**config.mk**
```make
export PLATFORM = sky130hd
export DESIGN_NAME = alu_seq_core
export DESIGN_NICKNAME = d
export VERILOG_FILES = /design/src/rtl/alu_seq_core.sv
export SDC_FILE = /design/constraint.sdc
export NUM_CORES = 1
export LEC_CHECK = 0
export ABC_AREA = 1
export CAP_MARGIN = 20
export CORE_ASPECT_RATIO = 0.7
export CORE_MARGIN = 2
export CORE_UTILIZATION = 40
export DETAILED_ROUTE_END_ITERATION = 6
export PLACE_DENSITY = 0.67
export SLEW_MARGIN = 5
export SYNTH_ARGS = -nofsm -noshare
export SYNTH_HDL_FRONTEND = slang
export SYNTH_SLANG_ARGS = --single-unit
```
**constraint.sdc**
```tcl
create_clock -name clk -period 5.5 [get_ports clk]
set_input_delay 0.55 -clock clk [delete_from_list [all_inputs] [get_ports clk]]
set_output_delay 0.55 -clock clk [all_outputs]
set_load 0.01 [all_outputs]
```
**src/rtl/alu_seq_core.sv**
```systemverilog
// Operand-load ALU: A/B loaded from a shared bus, single-cycle logic/arith ops,
// and an optional WIDTH-cycle shift-add multiplier. Result and flags stay registered.
module alu_seq_core #(
  parameter int WIDTH  = 4,
  parameter bit MUL_EN = 1'b1
) (
  input  logic               clk,
  input  logic               rst,
  input  logic [WIDTH-1:0]   data_in,
  input  logic               ld_a,
  input  logic               ld_b,
  input  logic [2:0]         op,
  input  logic               start,
  output logic               busy,
  output logic               done,
  output logic [2*WIDTH-1:0] result,
  output logic               flag_zero,
  output logic               flag_carry,
  output logic               flag_neg
);
  localparam int CW = $clog2(WIDTH + 1);

  typedef enum logic {IDLE, MUL} state_t;

  typedef struct packed {
    logic [2*WIDTH-1:0] res;
    logic               carry;
  } alu_out_t;

  state_t             state, state_nxt;
  logic [WIDTH-1:0]   a_q, b_q, mplier;
  logic [2*WIDTH-1:0] mcand, acc, acc_nxt;
  logic [CW-1:0]      cnt;
  logic [WIDTH:0]     sum, diff;
  alu_out_t           sc;
  logic               mul_go, last_iter;

  assign mul_go    = MUL_EN && (op == 3'b111);
  assign last_iter = (cnt == CW'(WIDTH - 1));
  assign acc_nxt   = acc + (mplier[0] ? mcand : '0);
  assign sum       = {1'b0, a_q} + {1'b0, b_q};
  assign diff      = {1'b0, a_q} - {1'b0, b_q};
  assign busy      = (state == MUL);

  always_comb begin
    state_nxt = state;
    case (state)
      IDLE:    if (start && mul_go) state_nxt = MUL;
      MUL:     if (last_iter) state_nxt = IDLE;
      default: state_nxt = IDLE;
    endcase
  end

  // Single-cycle ops only ever populate the low half; op 111 without a multiplier lands in default (all zero).
  always_comb begin
    sc = '0;
    case (op)
      3'b000: begin sc.res[WIDTH-1:0] = sum[WIDTH-1:0];  sc.carry = sum[WIDTH];  end
      3'b001: begin sc.res[WIDTH-1:0] = diff[WIDTH-1:0]; sc.carry = diff[WIDTH]; end
      3'b010: sc.res[WIDTH-1:0] = a_q & b_q;
      3'b011: sc.res[WIDTH-1:0] = a_q | b_q;
      3'b100: sc.res[WIDTH-1:0] = a_q ^ b_q;
      3'b101: sc.res[WIDTH-1:0] = (32'(b_q) >= WIDTH) ? '0 : (a_q << b_q);
      3'b110: sc.res[WIDTH-1:0] = (32'(b_q) >= WIDTH) ? '0 : (a_q >> b_q);
      default: sc = '0;
    endcase
  end

  always_ff @(posedge clk) begin
    if (rst) state <= IDLE;
    else     state <= state_nxt;
  end

  always_ff @(posedge clk) begin
    if (rst) begin
      a_q        <= '0;
      b_q        <= '0;
      mcand      <= '0;
      mplier     <= '0;
      acc        <= '0;
      cnt        <= '0;
      result     <= '0;
      flag_zero  <= 1'b0;
      flag_carry <= 1'b0;
      flag_neg   <= 1'b0;
      done       <= 1'b0;
    end else begin
      done <= 1'b0;
      case (state)
        IDLE: begin
          if (ld_a) a_q <= data_in;
          if (ld_b) b_q <= data_in;
          // Start samples the pre-load operands; the load above still lands.
          if (start) begin
            if (mul_go) begin
              mcand  <= {{WIDTH{1'b0}}, a_q};
              mplier <= b_q;
              acc    <= '0;
              cnt    <= '0;
            end else begin
              result     <= sc.res;
              flag_carry <= sc.carry;
              flag_zero  <= (sc.res == '0);
              flag_neg   <= sc.res[WIDTH-1];
              done       <= 1'b1;
            end
          end
        end
        MUL: begin
          acc    <= acc_nxt;
          mcand  <= mcand << 1;
          mplier <= mplier >> 1;
          cnt    <= cnt + 1'b1;
          if (last_iter) begin
            result     <= acc_nxt;
            flag_carry <= |acc_nxt[2*WIDTH-1:WIDTH];
            flag_zero  <= (acc_nxt == '0);
            flag_neg   <= acc_nxt[WIDTH-1];
            done       <= 1'b1;
            cnt        <= '0;
          end
        end
        default: ;
      endcase
    end
  end
endmodule
```
== Word-level counts from Yosys, hierarchy flattened ==
Index checks and enable logic that the tools add are counted.

* Input bits: 12
* Word-level logic and storage cells: 85
* Output and inout bits: 13
* Register bits: 44

* Bitwise gates (word level): 4
* Equality and inequality tests: 12
* Multiplexer cells: 41
* Shifts and indexed selects: 2
* $add $sub $neg: 4
* $lt $le $gt $ge: 1
* Reductions and logical operators: 9

{| class="wikitable"
|+ Operators by type and width
! operator !! number
|-
| 8-bit 2-to-1 mux || 8
|-
| 8-bit one-hot mux with 2 select lines || 3
|-
| 4-bit one-hot mux with 7 select lines || 1
|-
| 8-bit zero test || 2
|-
| 4-bit 2-to-1 mux || 4
|-
| 1-bit 2-to-1 mux || 14
|-
| 3-bit == test, second input constant || 4
|-
| 1-bit one-hot mux with 2 select lines || 6
|-
| 3-bit by 2-bit == test with 1-bit output, second input constant || 3
|-
| 3-bit 2-to-1 mux || 3
|-
| 8-bit adder || 1
|-
| 4-bit one-hot mux with 2 select lines || 1
|-
| 2-bit != test, second input constant || 3
|-
| 3-bit one-hot mux with 2 select lines || 1
|-
| 2-bit AND reduction || 3
|-
| 4-bit by 4-bit adder with 5-bit output || 1
|-
| 4-bit by 4-bit subtractor with 5-bit output || 1
|-
| 4-bit AND || 1
|-
| 4-bit by 3-bit >= comparator with 1-bit output, second input constant || 1
|-
| 4-bit OR || 1
|-
| 4-bit OR reduction || 1
|-
| 4-bit by 4-bit << shifter with 4-bit output || 1
|-
| 4-bit by 4-bit right shift with 4-bit output || 1
|-
| 4-bit XOR || 1
|-
| other kinds (7) || 7
|}

== Longest topological paths before layout ==
* Word-level depth: 7
* Depth in mapped cells: 15
* Mapped depth without buffers: 15

== Least setup slack after synthesis ==
OpenSTA, ideal clock, no wires.

* Kind: reg-to-reg
* From: register mplier[0]
* To: register flag_zero
* Clock period less this slack: 1.883 ns
* Data required time: 5.391 ns
* Buffers on the path: 1
* Slack: 3.617 ns
* Arrival time: 1.774 ns
* Cell stages (with the launch flop): 14
* Setup time: 0.109 ns
* Path through: dfxtp_1 buf_2 nand2_1 inv_1 ha_1 fa_1 nand3_1 nand3_1 xor2_1 nor2_1 nand3_1 nand3_1 nand2_1 inv_1

* Word-level cells in the longest chain between the ends: 5

{| class="wikitable"
|+ RTL lines
! what !! RTL line !! RTL
|-
| from (decl) || 31 || <nowiki>logic [WIDTH-1:0] a_q, b_q, mplier;</nowiki>
|-
| from (signal assigned) || 97 || <nowiki>mplier <= b_q;</nowiki>
|-
| from (signal assigned) || 112 || <nowiki>mplier <= mplier >> 1;</nowiki>
|-
| 8-bit 2-to-1 mux || 40 || <nowiki>assign acc_nxt = acc + (mplier[0] ? mcand : '0);</nowiki>
|-
| 8-bit adder || 40 ||
|-
| 8-bit zero test || 117 || <nowiki>flag_zero <= (acc_nxt == '0);</nowiki>
|-
| 1-bit 2-to-1 mux || 114 || <nowiki>if (last_iter) begin</nowiki>
|-
| 1-bit one-hot mux with 2 select lines || 89 || <nowiki>case (state)</nowiki>
|-
| to (signal assigned) || 103 || <nowiki>flag_zero <= (sc.res == '0);</nowiki>
|-
| to (signal assigned) || 117 ||
|-
| to (decl) || 17 || <nowiki>output logic flag_zero,</nowiki>
|}

No other way between the ends. The select of a mux whose other input is x is not followed.
A chain may end at the register's enable or synchronous reset.

== Worst setup path in the final report ==
* From: input op[2]
* To: register result[4]

* Word-level cells in the longest chain between the ends: 3

{| class="wikitable"
|+ RTL lines
! what !! RTL line !! RTL
|-
| from (decl) || 12 || <nowiki>input logic [2:0] op,</nowiki>
|-
| 3-bit == test || 38 || <nowiki>assign mul_go = MUL_EN && (op == 3'b111);</nowiki>
|-
| 2-bit != test (no line) || - ||
|-
| 3-bit AND reduction (no line) || - ||
|-
| to (signal assigned) || 101 || <nowiki>result <= sc.res;</nowiki>
|-
| to (signal assigned) || 115 || <nowiki>result <= acc_nxt;</nowiki>
|-
| to (decl) || 16 || <nowiki>output logic [2*WIDTH-1:0] result,</nowiki>
|}

No other way between the ends.

==> run metrics <==
TritonCTS clock tree yes; minimum clock period roughly 2.3 ns; CTS sink count 43; WS Path Type input port to register; Antenna diodes 0; FF/Latch Area about 860 µm²; synthesis-to-layout area growth 14.6%; worst rel slew slack 54.4%; Post-Place Setup Slack 2.88 ns; Layout Cells excl Fill 534; final setup TNS 0 ns; DRC Markers 0; Switching Share 29.1%; MaxCap Viol Count 0; root buf cell clkbuf_8; first-pass GRT wire length 11.0 mm; Clock power frac between 30% and 40%; Flop pwr share 48.7%; Overflow after GRT 0; clk_lat worst skew roughly 0.29 ns; combinational power share 19.1%; RePlAce Congestion 0.933; Largest stage delay, worst path 0.59 ns; Worst Path Required 5.66 ns; commonest cells after routing, fill and taps aside nand2_1 (128), inv_1 (45), dfxtp_1 (43), nor2_1 (40), nand3_1 (39); run status completed; CP Max Fanout 11; GRT Total Usage 18.6%; syn nets 457; crit-path cells clkdlybuf4s50_1 > inv_1 > o21ai_0 > a21oi_1 > inv_1 > nand2_1 > a21oi_1; Mapped Cells 422; syn_area_per_cell 6.49 µm²; synthesized flop and latch total 43; setup ws final between 3 and 4 ns; CTS buffer count 5; drt total wl 6.38 mm; Post-CTS Setup Bufs 0; # H-tree levels 2; Multi-input gate area roughly 1600 µm²; Worst Skew 0.00527 ns; DP Cell Count 525; # resized after CTS 0; Layout Nets 474; Warnings, synthesis 0; initial antenna violation count 0; Starting Density 40.9%; Die ar. around 7500 µm²; P_leak 1.47 nW; DP HPWL 4.86 mm; sequential fraction of the synthesis area between 30% and 40%; HP Class register to register; cts hold-fix bufs 0; Starting DRT DRC Count 214; wire length per cell 11.9 µm; Port Buf Inserts 24; Switching Power roughly 0.00020 W; Worst EP arrival about 2.4 ns; Max Clk Rate 438 MHz; Die Y approximately 73 µm; row count 25; # IOs 25; endpoints failing setup 0; Pwr per Cell Area 218 nW/µm²; Final Max Slew Viols 0; Critical Path End Type register; number of fill cells 705; DR vias around 2,600; Int Power 0.000486 W; Cell variety after synth 26; commonest non-fill, non-tap cell in the layout nand2_1; drt via density 4.93; largest net degree at the start of global routing 31; post-route clock period utilization 41.5%; synthesized area ~2700 µm²; ANT nets after route 0; Worst VDD drop between 0.0001 and 0.00015 V; Worst-Margin Slew 0.684 ns; First-pass DRT Iterations 6; crit path launch type input port; Reg clk slew, reported paths 0.08 ns; Die Span X 103 µm; RSZ-0062 raised after global routing no; Slowest-stage cell, CP clkdlybuf4s50_1; Max Root-Sink Buffers 2; Final Hold Viols 0; layout cells sized above 1 3.86%; vias in the first global route between 2,000 and 2,500; core area between 6000 and 7000 µm²
[critical path: cells and delay by family]
family,cells,cell delay (ns)
AND/OR/NAND/NOR,1,0.12
buffers and inverters,3,1.05
AO/OA/AOI/OAI,3,0.72
[Yosys cell counts]
master	number	area share, %
xor2_1	4	1.3
a2111oi_0	1	0.32
a31oi_1	9	2.1
nor2_2	1	0.23
clkbuf_1	6	0.82
nand2_1	128	18
nand3b_1	2	0.55
nor2_1	40	5.5
nand3_2	1	0.37
inv_1	45	6.2
nand3_1	39	7.1
nor4_1	1	0.23
buf_2	7	1.3
o21ai_1	1	0.18
dfxtp_1	43	31
fa_1	3	2.2
a21o_1	1	0.27
nor3_1	1	0.18
buf_4	2	0.55
inv_2	4	0.55
ha_1	20	9.1
nand2_2	1	0.23
nand4_1	5	1.1
buf_6	1	0.41
a21oi_1	35	6.4
o21ai_0	21	3.8
[logic make-up (layout without fill, tap and decap cells)]
| logic type | Yosys count | count (layout) | share of synthesized area [%] |
|---|---|---|---|
| adders and majority gates | 23 | 23 | 11.3 |
| and+or+nand+nor | 219 | 219 | 33.1 |
| xor gates and xnor gates | 4 | 4 | 1.28 |
| buffers and inverters | 65 | 83 | 9.78 |
| AOI/OAI and AO/OA | 68 | 68 | 13.1 |
| DFF | 43 | 43 | 31.4 |
[sequential cells by signal (all words and copies together) (netlist names)]
| name | count |
|---|---|
| a_q | 4 |
| mplier | 4 |
| acc | 8 |
| busy | 1 |
| flag_zero | 1 |
| b_q | 4 |
| done | 1 |
| cnt | 3 |
| flag_carry | 1 |
| mcand | 8 |
| result | 8 |
[layout make-up]
type / count / area share, %
clock buffers: 7 / 3.07
clock inverters: 1 / 0.239
inverters: 49 / 5.86
multi-input cells: 314 / 51.3
flip-flops and latches: 43 / 27.4
well taps: 94 / 3.75
repair buffers: 26 / 8.37
[worst paths after layout]
path	from	end	slack, ns	depth (start not counted)
setup reg to reg	b_q[0]$_SDFFE_PP0P_	flag_zero$_SDFFE_PP0P_	3.36	13
hold / removal	flag_carry$_SDFFE_PP0P_	flag_carry$_SDFFE_PP0P_	0.46	2
hold reg to reg	flag_carry$_SDFFE_PP0P_	flag_carry$_SDFFE_PP0P_	0.46	2
setup / recovery	op[2]	result[4]$_SDFFE_PP0P_	3.22	7
[power by group through the flow]
stage               registers, W  logic (W)  clock network [W]
finish                  0.000334   0.000131           0.000221
global route            0.000336   0.000149           0.000241
CTS                     0.000334   0.000127           0.000226
detailed placement      0.000341   0.000126                  0
global placement        0.000341   0.000126                  0
floorplan               0.000340  0.0000855                  0
[layer usage]
layer / wire length, µm / global-route usage [%]
met3: 466 / 5.08
met5: 0 / 0
met4: 48 / 3.95
met1: 3410 / 28.4
met2: 2450 / 25.9
[per-stage QoR]
step / hold WS (ns) / cell area (µm²) / power [W] / utilization, %
floorplan: 0.427 / 2740 / 0.000426 / -
global placement: 0.442 / 3020 / 0.000467 / 45.1
detailed placement: 0.455 / 3020 / 0.000468 / 45.1
CTS: 0.467 / 3120 / 0.000687 / 46.7
global route: 0.491 / 3140 / 0.000726 / 46.9
finish: 0.464 / 3140 / 0.000686 / 46.9
(Power assumes the default switching activity.)
